--- config.mk ---
export PLATFORM = sky130hd
export DESIGN_NAME = fetch_sequencer
export DESIGN_NICKNAME = d
export VERILOG_FILES = /design/src/rtl/k2_seq_pkg.sv /design/src/rtl/fetch_sequencer_pc_reg.sv /design/src/rtl/fetch_sequencer.sv
export SDC_FILE = /design/constraint.sdc
export NUM_CORES = 1
export LEC_CHECK = 0
export ABC_AREA = 1
export CELL_PAD_IN_SITES_DETAIL_PLACEMENT = 0
export CELL_PAD_IN_SITES_GLOBAL_PLACEMENT = 2
export CORE_AREA = 2 2 84 94
export CTS_CLUSTER_DIAMETER = 30
export DETAILED_ROUTE_END_ITERATION = 12
export DIE_AREA = 0 0 86 96
export PLACE_DENSITY_LB_ADDON = 0.1
export SLEW_MARGIN = 30
export SYNTH_ARGS = -nofsm -noshare
export SYNTH_HDL_FRONTEND = slang
export SYNTH_HIERARCHICAL = 1
export SYNTH_SLANG_ARGS = --single-unit
--- constraint.sdc ---
create_clock -name clk -period 2.26 [get_ports clk]
set_clock_uncertainty 0.2 [all_clocks]
set_input_delay 0.452 -clock clk [delete_from_list [all_inputs] [get_ports clk]]
set_output_delay 0.452 -clock clk [all_outputs]
set_load 0.05 [all_outputs]
--- src/rtl/k2_seq_pkg.sv ---
// Shared types and constants for the k2 fetch sequencer.
//   seq_state_t      : fetch/issue controller state encoding
//   DEFAULT_RESET_PC : program counter value taken on reset unless overridden
package k2_seq_pkg;

  typedef enum logic [2:0] {
    IDLE,
    FETCH,
    WAIT,
    ISSUE,
    HALTED
  } seq_state_t;

  localparam int unsigned DEFAULT_RESET_PC = 0;

endpackage

--- src/rtl/fetch_sequencer_pc_reg.sv ---
// Program counter register for the k2 fetch sequencer.
//   clk    : system clock
//   reset  : synchronous active-high reset, loads RESET_PC
//   load   : take target (wins over inc)
//   inc    : advance by one, wrapping at 2^ADDR_W
//   target : redirect address
//   pc     : current program counter
module pc_reg
  import k2_seq_pkg::*;
#(
  parameter int unsigned       ADDR_W   = 4,
  parameter logic [ADDR_W-1:0] RESET_PC = ADDR_W'(DEFAULT_RESET_PC)
) (
  input  logic              clk,
  input  logic              reset,
  input  logic              load,
  input  logic              inc,
  input  logic [ADDR_W-1:0] target,
  output logic [ADDR_W-1:0] pc
);

  logic [ADDR_W-1:0] pc_q, pc_d;

  always_comb begin
    pc_d = pc_q;
    if (load) begin
      pc_d = target;
    end else if (inc) begin
      pc_d = pc_q + ADDR_W'(1);
    end
  end

  always_ff @(posedge clk) begin
    if (reset) begin
      pc_q <= RESET_PC;
    end else begin
      pc_q <= pc_d;
    end
  end

  assign pc = pc_q;

endmodule

--- src/rtl/fetch_sequencer.sv ---
// Multi-cycle fetch/issue controller for the k2 core. Owns the PC, issues one
// instruction-memory read per instruction, presents the captured word to decode
// with a valid/ready handshake, applies branch redirects and halt, and counts
// retired instructions.
//   clk, reset            : clock, synchronous active-high reset
//   run                   : start/resume; only its rising edge matters
//   imem_req/imem_addr    : one-cycle read strobe and address (= pc)
//   imem_valid/imem_data  : read response, looked at only while waiting for it
//   instr/instr_valid     : captured instruction and its valid
//   instr_ready           : decode accepts
//   branch_taken/_target  : redirect, used only on the handshake cycle
//   halt                  : stop after this instruction, handshake cycle only
//   pc, halted            : current PC and halted indication
//   retire_count          : completed handshakes, wrapping
module fetch_sequencer
  import k2_seq_pkg::*;
#(
  parameter int unsigned       ADDR_W   = 4,
  parameter int unsigned       INSTR_W  = 8,
  parameter int unsigned       CNT_W    = 16,
  parameter logic [ADDR_W-1:0] RESET_PC = ADDR_W'(DEFAULT_RESET_PC)
) (
  input  logic               clk,
  input  logic               reset,
  input  logic               run,
  output logic               imem_req,
  output logic [ADDR_W-1:0]  imem_addr,
  input  logic               imem_valid,
  input  logic [INSTR_W-1:0] imem_data,
  output logic [INSTR_W-1:0] instr,
  output logic               instr_valid,
  input  logic               instr_ready,
  input  logic               branch_taken,
  input  logic [ADDR_W-1:0]  branch_target,
  input  logic               halt,
  output logic [ADDR_W-1:0]  pc,
  output logic               halted,
  output logic [CNT_W-1:0]   retire_count
);

  seq_state_t         state_q, state_d;
  logic               run_q;
  logic [INSTR_W-1:0] instr_q, instr_d;
  logic [CNT_W-1:0]   retire_q, retire_d;
  logic               pc_load, pc_inc;
  logic               run_rise;

  assign run_rise = run & ~run_q;

  pc_reg #(
    .ADDR_W   (ADDR_W),
    .RESET_PC (RESET_PC)
  ) u_pc_reg (
    .clk    (clk),
    .reset  (reset),
    .load   (pc_load),
    .inc    (pc_inc),
    .target (branch_target),
    .pc     (pc)
  );

  always_comb begin
    state_d  = state_q;
    instr_d  = instr_q;
    retire_d = retire_q;
    pc_load  = 1'b0;
    pc_inc   = 1'b0;
    unique case (state_q)
      IDLE: begin
        if (run_rise) state_d = FETCH;
      end
      FETCH: begin
        state_d = WAIT;
      end
      WAIT: begin
        if (imem_valid) begin
          instr_d = imem_data;
          state_d = ISSUE;
        end
      end
      ISSUE: begin
        if (instr_ready) begin
          retire_d = retire_q + CNT_W'(1);
          // Halt still advances past the retiring instruction and beats a redirect.
          if (halt) begin
            pc_inc  = 1'b1;
            state_d = HALTED;
          end else if (branch_taken) begin
            pc_load = 1'b1;
            state_d = FETCH;
          end else begin
            pc_inc  = 1'b1;
            state_d = FETCH;
          end
        end
      end
      HALTED: begin
        // Edge-only restart: a run level left high across the halt is ignored.
        if (run_rise) state_d = FETCH;
      end
      default: begin
        state_d = IDLE;
      end
    endcase
  end

  always_ff @(posedge clk) begin
    if (reset) begin
      state_q  <= IDLE;
      run_q    <= 1'b0;
      instr_q  <= '0;
      retire_q <= '0;
    end else begin
      state_q  <= state_d;
      run_q    <= run;
      instr_q  <= instr_d;
      retire_q <= retire_d;
    end
  end

  assign imem_req     = (state_q == FETCH);
  assign instr_valid  = (state_q == ISSUE);
  assign halted       = (state_q == HALTED);
  assign imem_addr    = pc;
  assign instr        = instr_q;
  assign retire_count = retire_q;

endmodule

# Word-level counts from Yosys, hierarchy flattened
# Index checks and enable logic that the tools add are counted.
# op_classes
n_bitwise	2
muxes	15
add_sub_neg	2
reduce_logical	6
eq_ne	7
# ops
op	n
adder 16 x 1 -> 16 bit (second input constant)	1
two-way mux 3 bit	4
one-hot mux 3 bit (4 select lines)	1
two-way mux 1 bit	8
two-way mux 4 bit	2
== test 3 x 2 -> 1 bit (second input constant)	2
adder 4 x 1 -> 4 bit (second input constant)	1
!= test 2 x 1 -> 1 bit (second input constant)	2
AND reduction 2 bit	2
== test 3 x 1 -> 1 bit (second input constant)	1
== test 3 bit (second input constant)	1
zero test 3 bit	1
AND reduction 3 bit	1
!= test 2 bit (second input constant)	1
nonzero test 2 bit	1
OR reduction 2 bit	1
bitwise AND 1 bit	1
NOT 1 bit	1
# word_totals
reg_bits	32
in_bits	19
wordCells	37

# Longest topological paths before layout
# depth
word_depth	6
depth_mapped	10
ltp_nobuf	9

# Hierarchy
# Netlist, hierarchy kept.
# modules_own_cells
module	seq_area_each_um2	cells_per_inst	n_inst	area_each_um2
fetch_sequencer	560.5	213	1	1405.1
pc_reg	80.1	35	1	234.0

# Worst setup path after synthesis
# Ideal clock, no wire load.
# synth_path
kind	reg-to-output
from	reg state_q[1]
to	out halted
path_stages_with_launch	3
required_ns	1.608
path_slack_ns	0.073
arrival_ns	1.535
cell_sequence	dfxtp_1 -> buf_2 -> nor3_1
# synth_between
elab_chain_len	1
# synth_rtl
item	line_no	rtl
from (decl)	fetch_sequencer.sv:41	seq_state_t state_q, state_d;
from (signal assigned)	fetch_sequencer.sv:114	state_q <= state_d;
== test 3 bit	fetch_sequencer.sv:123	assign halted = (state_q == HALTED);
to (decl)	fetch_sequencer.sv:37	output logic halted,
# Every way passes these cells.

# Worst setup path in the final report
# layout_path
from	reg u_pc_reg.pc_q[2] (netlist: u_pc_reg/pc[2])
to	out imem_addr[2]
# layout_rtl
item	line_no	rtl
from (decl)	fetch_sequencer_pc_reg.sv:22	logic [ADDR_W-1:0] pc_q, pc_d;
from (signal assigned)	fetch_sequencer_pc_reg.sv:37	pc_q <= pc_d;
to (decl)	fetch_sequencer.sv:27	output logic [ADDR_W-1:0] imem_addr,
# No word-level cell between the ends.

==> results list <==
- The flow ran to the end, and the final reports show no timing, DRC or antenna violations.
- Synthesis produced a netlist with a net count of 269.
- Area overhead of the layout relative to synthesis: 42.7%
* Net count, final: 328
- The number of global-route vias before repair came to 1580.
- Net Sw Frac: 33.2%
- Site row count: 33
* Largest net degree at the start of global routing: 13
* Min-delay worst type: reg -> reg
- Sum of net half-perimeters after detailed placement: 3.37 mm
* Global-route congestion overflow total: 0
* Syn. warnings: 6
- CTS root buffer: sky130_fd_sc_hd__clkbuf_8
* Post-route cell area: 0.00234 mm^2
- After detailed routing, the average wire length per cell comes to 11.3 um.
- GP Congestion: 0.685
* Worst Setup Start Kind: flop
* Clock slew at the register clock pins of the worst setup and hold paths: 0.07 ns
* Internal portion of total power: 934 uW
* Final Critical Period: 2.19 ns
* Wire length of the first global-routing pass: 7.36 mm
- For the pin with the worst max-slew slack, the measured transition is 0.510 ns.
* First-pass iteration count of the detailed router: 4
- The tree built by TritonCTS fans out to 32 sinks.
- Summing all placed instances gives a cell area of 0.00225 mm^2.
- Fin Setup TNS: 0 ns
- Broken down by cell family, the worst path's largest delay share belongs to buffers and inverters.
- Buffers plus inverters on the worst setup path: 1
* Final number of setup-violating endpoints: 0
- Wires add up to 4.46 mm.
- For this run, the slowest stage of the critical path takes 0.83 ns.
* Antenna-violating nets left: 0
- Number of ports placed on the die boundary: 54
- Leakage power: 0.00108 uW
- Total number of vias: 1655
* Effective utilization at floorplan: 22.4%
- Along the worst path, the maximum fanout reaches 5.
- Sequential power share: 45.2%
- Chain of cells forming the critical path: clkdlybuf4s50_1
* Via density: 4.20
* Maximum level of the CTS H-tree: 2
* Worst skew pair latency: 0.28 ns
- Global Route Usage Sum: 11.4%
* Post-synthesis average cell area: 6.61 um^2
- Final hold vios: 0
* Number of maximum-capacitance violations: 0
- Number of inserted diodes: 0
* Worst slew slack as a fraction of its limit: 65.9%
- After synthesis the netlist holds a flip-flop and latch count of 32.
* Initial antenna violation count: 0
* Clock Tree Buf Depth: 2
- TritonCTS built the clock tree.
* Share of the yosys chip area belonging to registers: 39.1%
- The cell area that synthesis handed to floorplanning was 0.00164 mm^2.
- Cell count after placement: 387
- CP max stage cell: sky130_fd_sc_hd__clkdlybuf4s50_1
- The worst setup path is of the reg -> out kind.
- Placeable core area: 0.00731 mm^2
- Number of flip-flops in the largest register: 16
* F_max: 0.457 GHz
* Yosys top cell area share: 39.1%
* Final clock period utilization by the worst path: 96.9%
- Library cell occupying the most area in the post-synthesis netlist: sky130_fd_sc_hd__dfxtp_1
* Required time worst endpoint: 1.61 ns
- The first routing iteration left 57 violations.
- Proportion of power drawn by combinational gates: 24.5%
- # hold bufs at CTS: 0
* Chip width: 86 um
- Overall power consumption: 1400 uW
- Clock tree synthesis inserted a total of 5 buffers.
- In this run the power density over the cells is 598 mW/mm^2.
- Worst path arrival time: 1.54 ns
- Clk pwr share: 30.3%
- Unrepaired setup endpoints after global routing: no
- In the routed design, unresolved DRC markers number 0.
* Net switching power: 465 uW
* Proportion of layout cells with a drive suffix above 1: 10.4%
* Die height: 96 um
- Max-slew violation count: 0
- Post-route insts no fill: 394
* Post-CTS setup repair buffer count: 0
- Post-synthesis instance total: 248
- VDD sags by at most 0.000202 V.
- The synthesized netlist contains 25 unique library cells.
* PortBufs: 53
* Leading post-synthesis cells by cell area: sky130_fd_sc_hd__dfxtp_1, sky130_fd_sc_hd__nor2_1, sky130_fd_sc_hd__nand2_1
* Die area: 0.00826 mm^2
- Type of destination of the critical path: primary output
- Cells fill 32.0% of the core in the end.
## power by group through the flow
stage / Clock [uW] / Combinational (uW) / Sequential (uW)
after floorplan: 0 / 160 / 708
after global placement: 0 / 348 / 648
after detailed placement: 0 / 347 / 647
after CTS: 443 / 348 / 634
after global routing: 469 / 371 / 639
final: 424 / 342 / 633
## metrics by stage
step | hold WS, ns | setup slack, ns
2_1_floorplan | 0.253 | 0.0727
3_3_place_gp | 0.280 | 0.126
3_5_place_dp | 0.279 | 0.109
4_1_cts | 0.288 | 0.0353
5_1_grt | 0.340 | 0.0103
6_report | 0.282 | 0.0699
## cells in the mapped netlist (all sizes together)
cell type,instances
nor2,58
nand2,51
inv,35
dfxtp,32
nand3,17
a21oi,14
o21ai,14
buf,7
nand4,6
nor3,4
a21boi,2
clkbuf,2
ha,2
xnor2,2
a211oi,1
xor2,1
## final cells by class
cell class	instances	area, um^2
Inverter	35	131
Timing Repair Buffer	61	573
Clock buffer	6	72.6
Tap cell	87	109
Clock inverter	1	5.00
Sequential cell	32	641
Multi-Input combinational cell	172	808
Fill cell	821	4970
## repair_timing
action                                  4_1_cts  5_1_grt
gates resized for setup                       0        4
hold endpoints to repair                      0        0
endpoints found under the setup margin        0        4
## logic make-up (layout without fill, tap and decap cells)
| group | after synthesis | in the layout | synth area share (%) |
|---|---|---|---|
| and+or+nand+nor | 136 | 136 | 36.3 |
| AOI/OAI and AO/OA | 31 | 31 | 9.92 |
| DFF | 32 | 32 | 39.1 |
| adders and majority gates | 2 | 2 | 1.53 |
| buffers and inverters | 44 | 103 | 11.6 |
| xor gates and xnor gates | 3 | 3 | 1.60 |
## final timing paths
kind | end | cells after the start | startpoint | slack (ns)
worst min register to register | state_q[2] | 2 | state_q[2] | 0.28
worst max register to register | retire_count[7] | 6 | state_q[1] | 0.59
worst max-delay path | imem_addr[2] | 1 | u_pc_reg/pc[2] | 0.07
worst min-delay path | state_q[2] | 2 | state_q[2] | 0.28
## cell usage in the layout, fill, tap and decap left out, types with 3 or more instances in the layout
cell type and instances:
sky130_fd_sc_hd__inv_1 35, sky130_fd_sc_hd__clkbuf_8 5, sky130_fd_sc_hd__nor2_1 54, sky130_fd_sc_hd__buf_4 19, sky130_fd_sc_hd__clkdlybuf4s50_1 38, sky130_fd_sc_hd__dlymetal6s2s_1 4, sky130_fd_sc_hd__nand4_1 5, sky130_fd_sc_hd__nor3_1 3
sky130_fd_sc_hd__o21ai_0 13, sky130_fd_sc_hd__dfxtp_1 32, sky130_fd_sc_hd__a21oi_1 14, sky130_fd_sc_hd__nand3_1 17, sky130_fd_sc_hd__nand2_1 50
## per-layer routing
layer  vias up  GRT usage, %  part of all wire (%)
li1        895             -                     -
met1       723          14.5                    48
met2        32          18.5                    46
met3         5          2.92                   4.5
met4         0          3.97                   1.6
met5         -             0                     0
Power figures use the tool's default switching activity.
